--- src/rtl/keypad_entry.sv ---
// keypad_entry: scans a 4x4 active-low keypad, debounces one key per full scan,
// and assembles a 0..9999 decimal value; '*' clears it and '#' commits it to entry.
`ifndef CLK_FREQ
`define CLK_FREQ 50_000_000
`endif

module keypad_entry #(
  parameter int unsigned CLK_FREQ       = `CLK_FREQ,
  parameter int unsigned SCAN_HZ        = 1000,
  parameter int unsigned DEBOUNCE_SCANS = 4
) (
  input  logic        clk,
  input  logic        rst,
  input  logic [3:0]  col_n,
  output logic [3:0]  row_n,
  output logic [15:0] value,
  output logic [2:0]  digit_cnt,
  output logic [15:0] entry,
  output logic [3:0]  key_code,
  output logic        key_valid,
  output logic        entry_done
);

  localparam int unsigned SCAN_MAX = CLK_FREQ / SCAN_HZ;
  localparam int unsigned DW_W     = (SCAN_MAX > 1) ? $clog2(SCAN_MAX) : 1;
  localparam int unsigned SC_W     = $clog2(DEBOUNCE_SCANS + 1);

  typedef enum logic [1:0] {
    ST_IDLE   = 2'd0,
    ST_ARMING = 2'd1,
    ST_HELD   = 2'd2
  } state_e;

  logic [3:0]      col_meta_q, col_meta_d;
  logic [3:0]      col_sync_q, col_sync_d;
  logic [DW_W-1:0] dwell_q, dwell_d;
  logic [1:0]      row_q, row_d;
  logic [3:0]      row_n_q, row_n_d;
  logic [11:0]     snap_q, snap_d;
  state_e          state_q, state_d;
  logic [SC_W-1:0] stable_q, stable_d;
  logic [3:0]      key_idx_q, key_idx_d;
  logic [15:0]     value_q, value_d;
  logic [2:0]      cnt_q, cnt_d;
  logic [15:0]     entry_q, entry_d;
  logic [3:0]      key_code_q, key_code_d;
  logic            key_valid_q, key_valid_d;
  logic            entry_done_q, entry_done_d;

  logic            last_dwell_c;
  logic            scan_done_c;
  logic [15:0]     down_c;
  logic [4:0]      n_down_c;
  logic [3:0]      down_idx_c;
  logic            one_down_c;
  logic            none_down_c;
  logic            accept_c;
  logic [3:0]      acc_code_c;

  // Physical key position (4*row+col) to key code.
  function automatic logic [3:0] idx_to_code(input logic [3:0] idx);
    logic [3:0] code;
    case (idx)
      4'd0:    code = 4'd1;
      4'd1:    code = 4'd2;
      4'd2:    code = 4'd3;
      4'd3:    code = 4'd10;
      4'd4:    code = 4'd4;
      4'd5:    code = 4'd5;
      4'd6:    code = 4'd6;
      4'd7:    code = 4'd11;
      4'd8:    code = 4'd7;
      4'd9:    code = 4'd8;
      4'd10:   code = 4'd9;
      4'd11:   code = 4'd12;
      4'd12:   code = 4'd14;
      4'd13:   code = 4'd0;
      4'd14:   code = 4'd15;
      default: code = 4'd13;
    endcase
    return code;
  endfunction

  assign last_dwell_c = (dwell_q == DW_W'(SCAN_MAX - 1));
  assign scan_done_c  = last_dwell_c && (row_q == 2'd3);

  // Row3 is taken live from the synchronizer so the scan is judged on its final sample.
  always_comb begin
    down_c     = ~{col_sync_q, snap_q};
    n_down_c   = '0;
    down_idx_c = '0;
    for (int i = 0; i < 16; i++) begin
      if (down_c[i]) begin
        n_down_c   = n_down_c + 5'd1;
        down_idx_c = 4'(i);
      end
    end
    one_down_c  = (n_down_c == 5'd1);
    none_down_c = (n_down_c == 5'd0);
    acc_code_c  = idx_to_code(down_idx_c);
  end

  always_comb begin
    col_meta_d   = col_n;
    col_sync_d   = col_meta_q;
    dwell_d      = dwell_q + DW_W'(1);
    row_d        = row_q;
    row_n_d      = row_n_q;
    snap_d       = snap_q;
    state_d      = state_q;
    stable_d     = stable_q;
    key_idx_d    = key_idx_q;
    value_d      = value_q;
    cnt_d        = cnt_q;
    entry_d      = entry_q;
    key_code_d   = key_code_q;
    key_valid_d  = 1'b0;
    entry_done_d = 1'b0;
    accept_c     = 1'b0;

    if (last_dwell_c) begin
      dwell_d = '0;
      row_d   = row_q + 2'd1;
      row_n_d = {row_n_q[2:0], row_n_q[3]};
      case (row_q)
        2'd0:    snap_d[3:0]  = col_sync_q;
        2'd1:    snap_d[7:4]  = col_sync_q;
        2'd2:    snap_d[11:8] = col_sync_q;
        default: snap_d       = snap_q;
      endcase
    end

    // Debounce decisions happen once per completed scan.
    if (scan_done_c) begin
      case (state_q)
        ST_IDLE: begin
          if (one_down_c) begin
            key_idx_d = down_idx_c;
            if (DEBOUNCE_SCANS <= 1) begin
              accept_c = 1'b1;
              stable_d = '0;
              state_d  = ST_HELD;
            end else begin
              stable_d = SC_W'(1);
              state_d  = ST_ARMING;
            end
          end
        end
        ST_ARMING: begin
          if (one_down_c && (down_idx_c == key_idx_q)) begin
            if (32'(stable_q) + 32'd1 >= DEBOUNCE_SCANS) begin
              accept_c = 1'b1;
              stable_d = '0;
              state_d  = ST_HELD;
            end else begin
              stable_d = stable_q + SC_W'(1);
            end
          end else begin
            stable_d = '0;
            state_d  = ST_IDLE;
          end
        end
        ST_HELD: begin
          if (none_down_c) begin
            if (32'(stable_q) + 32'd1 >= DEBOUNCE_SCANS) begin
              stable_d = '0;
              state_d  = ST_IDLE;
            end else begin
              stable_d = stable_q + SC_W'(1);
            end
          end else begin
            stable_d = '0;
          end
        end
        default: begin
          stable_d = '0;
          state_d  = ST_IDLE;
        end
      endcase
    end

    if (accept_c) begin
      key_code_d  = acc_code_c;
      key_valid_d = 1'b1;
      if (acc_code_c <= 4'd9) begin
        if (cnt_q < 3'd4) begin
          value_d = (value_q << 3) + (value_q << 1) + 16'(acc_code_c);
          cnt_d   = cnt_q + 3'd1;
        end
      end else if (acc_code_c == 4'd14) begin
        value_d = '0;
        cnt_d   = '0;
      end else if (acc_code_c == 4'd15) begin
        entry_d      = value_q;
        entry_done_d = 1'b1;
        value_d      = '0;
        cnt_d        = '0;
      end
    end
  end

  always_ff @(posedge clk) begin
    if (rst) begin
      col_meta_q   <= 4'hF;
      col_sync_q   <= 4'hF;
      dwell_q      <= '0;
      row_q        <= 2'd0;
      row_n_q      <= 4'b1110;
      snap_q       <= 12'hFFF;
      state_q      <= ST_IDLE;
      stable_q     <= '0;
      key_idx_q    <= '0;
      value_q      <= '0;
      cnt_q        <= '0;
      entry_q      <= '0;
      key_code_q   <= '0;
      key_valid_q  <= 1'b0;
      entry_done_q <= 1'b0;
    end else begin
      col_meta_q   <= col_meta_d;
      col_sync_q   <= col_sync_d;
      dwell_q      <= dwell_d;
      row_q        <= row_d;
      row_n_q      <= row_n_d;
      snap_q       <= snap_d;
      state_q      <= state_d;
      stable_q     <= stable_d;
      key_idx_q    <= key_idx_d;
      value_q      <= value_d;
      cnt_q        <= cnt_d;
      entry_q      <= entry_d;
      key_code_q   <= key_code_d;
      key_valid_q  <= key_valid_d;
      entry_done_q <= entry_done_d;
    end
  end

  assign row_n      = row_n_q;
  assign value      = value_q;
  assign digit_cnt  = cnt_q;
  assign entry      = entry_q;
  assign key_code   = key_code_q;
  assign key_valid  = key_valid_q;
  assign entry_done = entry_done_q;

endmodule

--- config.mk ---
export PLATFORM = sky130hd
export DESIGN_NAME = keypad_entry
export DESIGN_NICKNAME = d
export VERILOG_FILES = /design/src/rtl/keypad_entry.sv
export SDC_FILE = /design/constraint.sdc
export NUM_CORES = 1
export LEC_CHECK = 0
export ABC_CLOCK_PERIOD_IN_PS = 11800
export BUFFER_PORTS_ARGS = -buffer_cell sky130_fd_sc_hd__buf_2
export CAP_MARGIN = 20
export CORE_MARGIN = 3
export CORE_UTILIZATION = 30
export DETAILED_ROUTE_END_ITERATION = 12
export HOLD_SLACK_MARGIN = 0.12
export PLACE_DENSITY = 0.56
export SLEW_MARGIN = 30
export SYNTH_ARGS = -nofsm -noshare
export SYNTH_HDL_FRONTEND = slang
export SYNTH_SLANG_ARGS = --single-unit
--- constraint.sdc ---
create_clock -name clk -period 11.8 [get_ports clk]
set_input_delay 0 -clock clk [delete_from_list [all_inputs] [get_ports clk]]
set_output_delay 0 -clock clk [all_outputs]
set_load 0.01 [all_outputs]
Word-level counts from Yosys, hierarchy flattened

Memory sizes are Yosys's and may differ from the RTL's.
Cells that the tools add are included.

Flip-flop bits (word level): 92
ROM bits: 64
Input bits: 6
Logic and storage cells: 134
Memories: 1

$add $sub $neg: 22
Order comparisons: 3
Eq/ne operators: 15
Multiplexer cells: 56
Bitwise gates (word level): 4
Reductions and logical operators: 16

Memories:

| name            | depth | bits a word | read ports | clocked after memory_dff | wr ports | line | text |
|---|---|---|---|---|---|---|---|
| (no name shown) | 16    | 4           | 1          | 0                        | 0        | 63   | `case (idx)` |

Operators with widths:

| cell                  | number |
|---|---|
| $add 5x1->5 const B   | 15 |
| $mux 5                | 15 |
| $mux 16               | 4 |
| $mux 4                | 14 |
| $mux 3                | 8 |
| $add 16x1->16 const B | 1 |
| $add 16x16->16        | 1 |
| $add 16x4->16         | 1 |
| $eq 16x16->1 const B  | 1 |
| $not 16->16           | 1 |
| $mux 2                | 5 |
| $pmux 3 s3            | 1 |
| $eq 4x4->1 const B    | 2 |
| $mux 1                | 8 |
| $reduce_and 2->1      | 4 |
| $add 3x1->3 const B   | 2 |
| $eq 2x2->1 const B    | 3 |
| $ne 2x2->1 const B    | 3 |
| $pmux 2 s3            | 1 |
| $reduce_and 3->1      | 2 |
| $eq 5x1->1 const B    | 1 |
| $logic_not 5->1       | 1 |
| $reduce_and 5->1      | 1 |
| $add 3x1->4 const B   | 1 |
| 15 further kinds      | 20 |

Logic depth before layout (Yosys ltp)

Depth in word-level cells: 39
Mapped depth: 52
Gate-level depth less buffers: 50

Least setup slack after synthesis

Ideal clock, no wire load.

Kind: register to register
From: register snap_q[0]
To: register value_q[10], in the netlist value[10]
Library setup time: 0.121 ns
Arrival: 9.594 ns
Path slack: 2.084 ns
Stages on the path, launching flop included: 49
Clock period less this slack: 9.716 ns
Path through: dfxtp_1 inv_1 ha_1 xnor2_1 ha_1 nor2_1 a31oi_1 ha_1 mux2_2 ha_1 nand2b_1 nand3_1 ha_1 nor2_1 nor2_1 ha_1 nor2b_1 a221oi_1 [... 13 more ...] nor2b_1 a21o_1 ha_1 mux2i_1 o21ai_0 ha_1 mux2_2 ha_1 nor2b_1 a21o_1 ha_1 nor2_1 nand4bb_1 nor3_1 o21ai_2 a211oi_4 buf_6 mux2_4

Longest elaborated chain between the ends: 38

Ends and longest elaborated chain:

| what                                | line | text |
|---|---|---|
| start: declaration                  | 39   | `logic [11:0] snap_q, snap_d;` |
| start signal: assignment            | 225  | `snap_q <= snap_d;` |
| $not 16->16 *                       | 89   | `down_c = ~{col_sync_q, snap_q};` |
| $mux 1 *                            | 93   | `if (down_c[i]) begin` |
| $add 5x1->5                         | 94   | `n_down_c = n_down_c + 5'd1;` |
| $mux 5 *                            | 93   |  |
| $add 5x1->5                         | 94   |  |
| $mux 5 *                            | 93   |  |
| $add 5x1->5                         | 94   |  |
| $mux 5 *                            | 93   |  |
| [... 22 more ...]                   | n/a  |  |
| $add 5x1->5                         | 94   |  |
| $mux 5 *                            | 93   |  |
| $eq 5x1->1 *                        | 98   | `one_down_c = (n_down_c == 5'd1);` |
| $logic_and 1x1->1 *                 | 150  | `if (one_down_c && (down_idx_c == key_idx_q)) begin` |
| $mux 1 *                            | 150  |  |
| $mux 1 *                            | 135  | `case (state_q)` |
| $mux 1 *                            | 134  | `if (scan_done_c) begin` |
| $reduce_and 3->1 (no source line) * | n/a  |  |
| end signal: assignment              | 229  | `value_q <= value_d;` |
| end: declaration                    | 43   | `logic [15:0] value_q, value_d;` |

Every way passes the cells marked *; elsewhere a longest branch is shown, timed or not.
A chain may end at the register's enable or synchronous reset.

Final worst setup path

From: register snap_q[1]
To: register value_q[7], in the netlist value[7]

Longest elaborated chain between the ends: 36

Ends and longest elaborated chain:

| what                              | line |
|---|---|
| $not 16->16 *                     | 89 |
| $mux 5                            | 93 |
| $add 5x1->5                       | 94 |
| $mux 5                            | 93 |
| $add 5x1->5                       | 94 |
| $mux 5                            | 93 |
| $add 5x1->5                       | 94 |
| $mux 5                            | 93 |
| [... 20 more ...]                 | n/a |
| $add 5x1->5                       | 94 |
| $mux 5                            | 93 |
| $eq 5x1->1                        | 98 |
| $logic_and 1x1->1                 | 150 |
| $mux 1                            | 150 |
| $mux 1                            | 135 |
| $mux 1                            | 134 |
| $reduce_and 3->1 (no source line) | n/a |

Every way passes the cells marked *; elsewhere a longest branch is shown, timed or not. The select of a mux whose other input is x is not followed.

==> summary.md <==
| Metric | Value |
|---|---|
| Status | complete, no violations |
| CP endpoint kind | flop |
| Placed insts | 1037 |
| Worst slew margin | 0.553 |
| Clk buf depth | 2 |
| Slowest CP cell | a211oi_4 |
| Synth Area in Compound Gates | 0.131 |
| Part of the power in registers | 0.490 |
| EDFF count, synth | 0 |
| Leakage | 3.30 nW |
| Most frequent cell after synthesis | dfxtp_1 |
| Setup Viol. Count Final | 0 |
| Port-buffer cells | 50 |
| Routed Antenna Nets | 0 |
| Latest clock arrival within the worst-skew pair | 0.33 ns |
| Worst Path Required | about 12 ns |
| Fin crit share | 0.925 |
| Post-synthesis cell area | 6440 µm² |
| Skew final | 0.00910 ns |
| Crit path max fanout | 11 |
| Global Route Usage Sum | 0.116 |
| Number of max-cap violations | 0 |
| Avg Cell Area, Syn | 8.64 µm² |
| First-pass DRT Iterations | 4 |
| Pwr Density | about 89 nW/µm² |
| Die width | 153 µm |
| Top FF cell, synth | dfxtp_1 |
| Share of cells above drive strength 1 | 0.155 |
| Post-Syn Instances | 745 |
| Final net count | 842 |
| Setup crit end | value[7]$_SDFFE_PP0P_ |
| Sw Ratio | 0.232 |
| Vias in the first global route | 4941 |
| Placer's final routability congestion estimate | 0.795 |
| Hold Crit Class | input port to flop |
| IO Pins | 51 |
| Starting density of the core | 0.311 |
| CORE AREA | 20700 µm² |
| WP data arrival | 11.14 ns |
| Largest family of logic cells by synthesized area | simple AND/OR/NAND/NOR gates |
| Post-CTS Resized | 0 |
| Worst VDD drop | 0.0531 mV |
| R2R Setup Slk | 0.88 ns |
| Net Count, Synth | 805 |
| Die H | approximately 150 µm |
| Sequential-to-total area share from yosys stat | 0.286 |
| Most frequent cells after synthesis | dfxtp_1 (92), nand2_1 (64), nor2_1 (56), ha_1 (52), xnor2_1 (45) |
| Crit path time final | roughly 11 ns |
| Post-synthesis xor/xnor area fraction | 0.110 |
| Vias per cell | 4.86 |
| WS Path Type | flop to flop |
| Mux share of post-synthesis cell area | 0.0826 |
| Reg2reg path depth | 48 |
| H-tree levels | 3 |
| Fmax | 0.0916 GHz |
| DR WL/cell | 12.8 µm |
| Worst path max stage delay | 0.47 ns |
| Clk pwr share | 0.455 |
| Post-CTS setup buffers | 0 |
| Via count | 5128 |
| FF-to-FF Start | snap_q[1]$_SDFFE_PP1P_ |
| Worst slew pin tran | 0.671 ns |
| Synth Register Bits | 92 |
| Worst Hold Launch | rst |
| Drt total wl | 13500 µm |
| Initial DRC count | 209 |
| Row cnt | 52 |
| NetSw | 0.149 mW |
| GRT Residual Overflow | 0 |
| Share of synthesized registers carrying an async set or reset | 0 |
| Area leader, netlist | dfxtp_1 |
| First-pass GRT wire length | 23500 µm |
| Combinational share of power | 0.055 |
| Total die area | 23300 µm² |
| Synth top area cells | dfxtp_1 (29%), ha_1 (10%), xnor2_1 (6.1%), mux2i_1 (3.9%), nor2b_1 (3.9%) |
| Setup TNS | 0 ns |
| Total CTS buffers | 9 |
| Unique masters post-synth | 79 |
| Layout Cells excl Fill | 1056 |
| Reg-to-Reg End | value[7]$_SDFFE_PP0P_ |
| CP Launch Type | flop |
| Clk slew on worst S/H paths | 0.07 ns |
| Antenna Cells | 0 |
| Root buffer cell | clkbuf_16 |
| Pint | 0.493 mW |
| Largest net degree at the start of global routing | 63 |
| Area share of the largest cell type after synthesis | 0.286 |
| Detailed placement HPWL | 10200 µm |
| TritonCTS clock tree | yes |
| Slew Viols, Final | 0 |
| Simple-gate share of the synthesized area | 0.238 |
| Antenna violations before repair | 0 |
| Final Hold Viols | 0 |
| CP dominant cell by count | ha_1 |
| Syn-to-layout area delta | 12.7% |
| CTS sink cnt | 92 |
| YS warnings | 0 |
| Drt drc | 0 |
| Worst Setup SP | snap_q[1]$_SDFFE_PP1P_ |
| Post-Synth Adder-Cell Area | 0.109 |
| RSZ-0062 raised after global routing | false |
==> sequential cells by signal, summed over array words and instances, names as in the netlist <==
register / cells
state_q: 2
stable_q: 3
row_q: 2
dwell_q: 16
digit_cnt: 3
entry_done: 1
value: 16
entry: 16
snap_q: 12
row_n: 4
col_meta_q: 4
key_valid: 1
key_idx_q: 4
key_code: 4
col_sync_q: 4
==> cell usage in the layout, fill, tap and decap left out, types with 4 or more instances in the layout <==
cell type,count
nand2b_1,6
o21ai_0,22
nand3b_1,5
ha_1,52
clkbuf_16,9
nor3_1,25
nor3b_1,4
or3_1,4
nor2_1,55
dfxtp_1,92
buf_4,4
buf_2,50
mux2_2,21
a21o_1,7
or2_2,11
a21boi_0,7
nand4_1,7
nor4_1,7
mux2i_1,25
dlygate4sd3_1,4
inv_1,33
a31oi_1,8
nor2b_1,40
a21oi_1,24
o21a_1,6
xnor2_1,45
and3_1,12
o211ai_1,12
nand2_1,64
nand3_1,32
xnor3_1,6
xor2_1,15
o21bai_1,4
==> timing repair <==
| action | 4_1_cts | 5_1_grt |
|---|---|---|
| endpoints found under the setup margin | 0 | 4 |
| hold buffers | 4 | 0 |
| endpoints found under the hold margin | 4 | 0 |
==> stage by stage <==
stage / power [mW] / cell area (µm²) / setup WS [ns] / utilization / hold slack [ns]
global placement: 0.356 / 6910 / 1.08 / 0.334 / 0.186
CTS: 0.653 / 7250 / 0.791 / 0.351 / 0.276
global route: 0.671 / 7260 / 0.00236 / 0.351 / 0.320
floorplan: 0.348 / 6440 / 2.08 / - / 0.104
finish: 0.643 / 7260 / 0.885 / 0.351 / 0.298
detailed placement: 0.356 / 6910 / 0.807 / 0.334 / 0.187
==> worst min-delay path by stage <==
| stage | slack (ns) | depth (start not counted) | to |
|---|---|---|---|
| final | 0.30 | 3 | key_idx_q[1]$_SDFFE_PP0P_ |
| after global routing | 0.32 | 3 | key_code[3]$_SDFFE_PP0P_ |
| after CTS | 0.28 | 3 | key_idx_q[1]$_SDFFE_PP0P_ |
| after detailed placement | 0.19 | 2 | col_meta_q[0]$_SDFF_PP1_ |
| after global placement | 0.19 | 2 | col_meta_q[1]$_SDFF_PP1_ |
| after floorplan | 0.10 | 1 | col_meta_q[0]$_SDFF_PP1_ |
==> critical path, delay by kind of cell, from the launching register on <==
family,cells,cell delay [ns]
AO/OA/AOI/OAI,11,2.61
XOR/XNOR,1,0.18
adder cells (fa/ha/maj),14,4.15
buffers and inverters,4,0.66
flip-flops,1,0.37
multiplexers,4,1.06
AND/OR/NAND/NOR,14,1.79
==> metal layers <==
layer,vias to the layer above,GRT usage,routed length [µm]
met1,2382,0.148,6530
met5,-,0,0
met4,0,0.0250,57
li1,2695,-,-
met2,45,0.208,6670
met3,6,0.0187,290
==> area by class of cell <==
class	instances	area, µm²
fill	2172	13400
multi-input combinational	586	4320
clock inverter	5	62.6
inverter	35	131
sequential	92	1840
timing repair buffer	58	320
tap	270	338
clock buffer	10	239
==> power groups by stage <==
| stage | clock (mW) | combinational (mW) | sequential, mW |
|---|---|---|---|
| after floorplan | 0 | 0.0274 | 0.320 |
| after global placement | 0 | 0.0341 | 0.322 |
| after detailed placement | 0 | 0.0342 | 0.322 |
| after CTS | 0.303 | 0.0354 | 0.315 |
| after global routing | 0.315 | 0.0405 | 0.315 |
| final | 0.292 | 0.0353 | 0.315 |
==> cells by family after synthesis <==
logic type,after synthesis
xor+xnor,68
fa+ha+maj,55
buf+inv,67
mux,49
simple gates,293
compound gates,121
flops,92
Power figures use the tool's default switching activity.
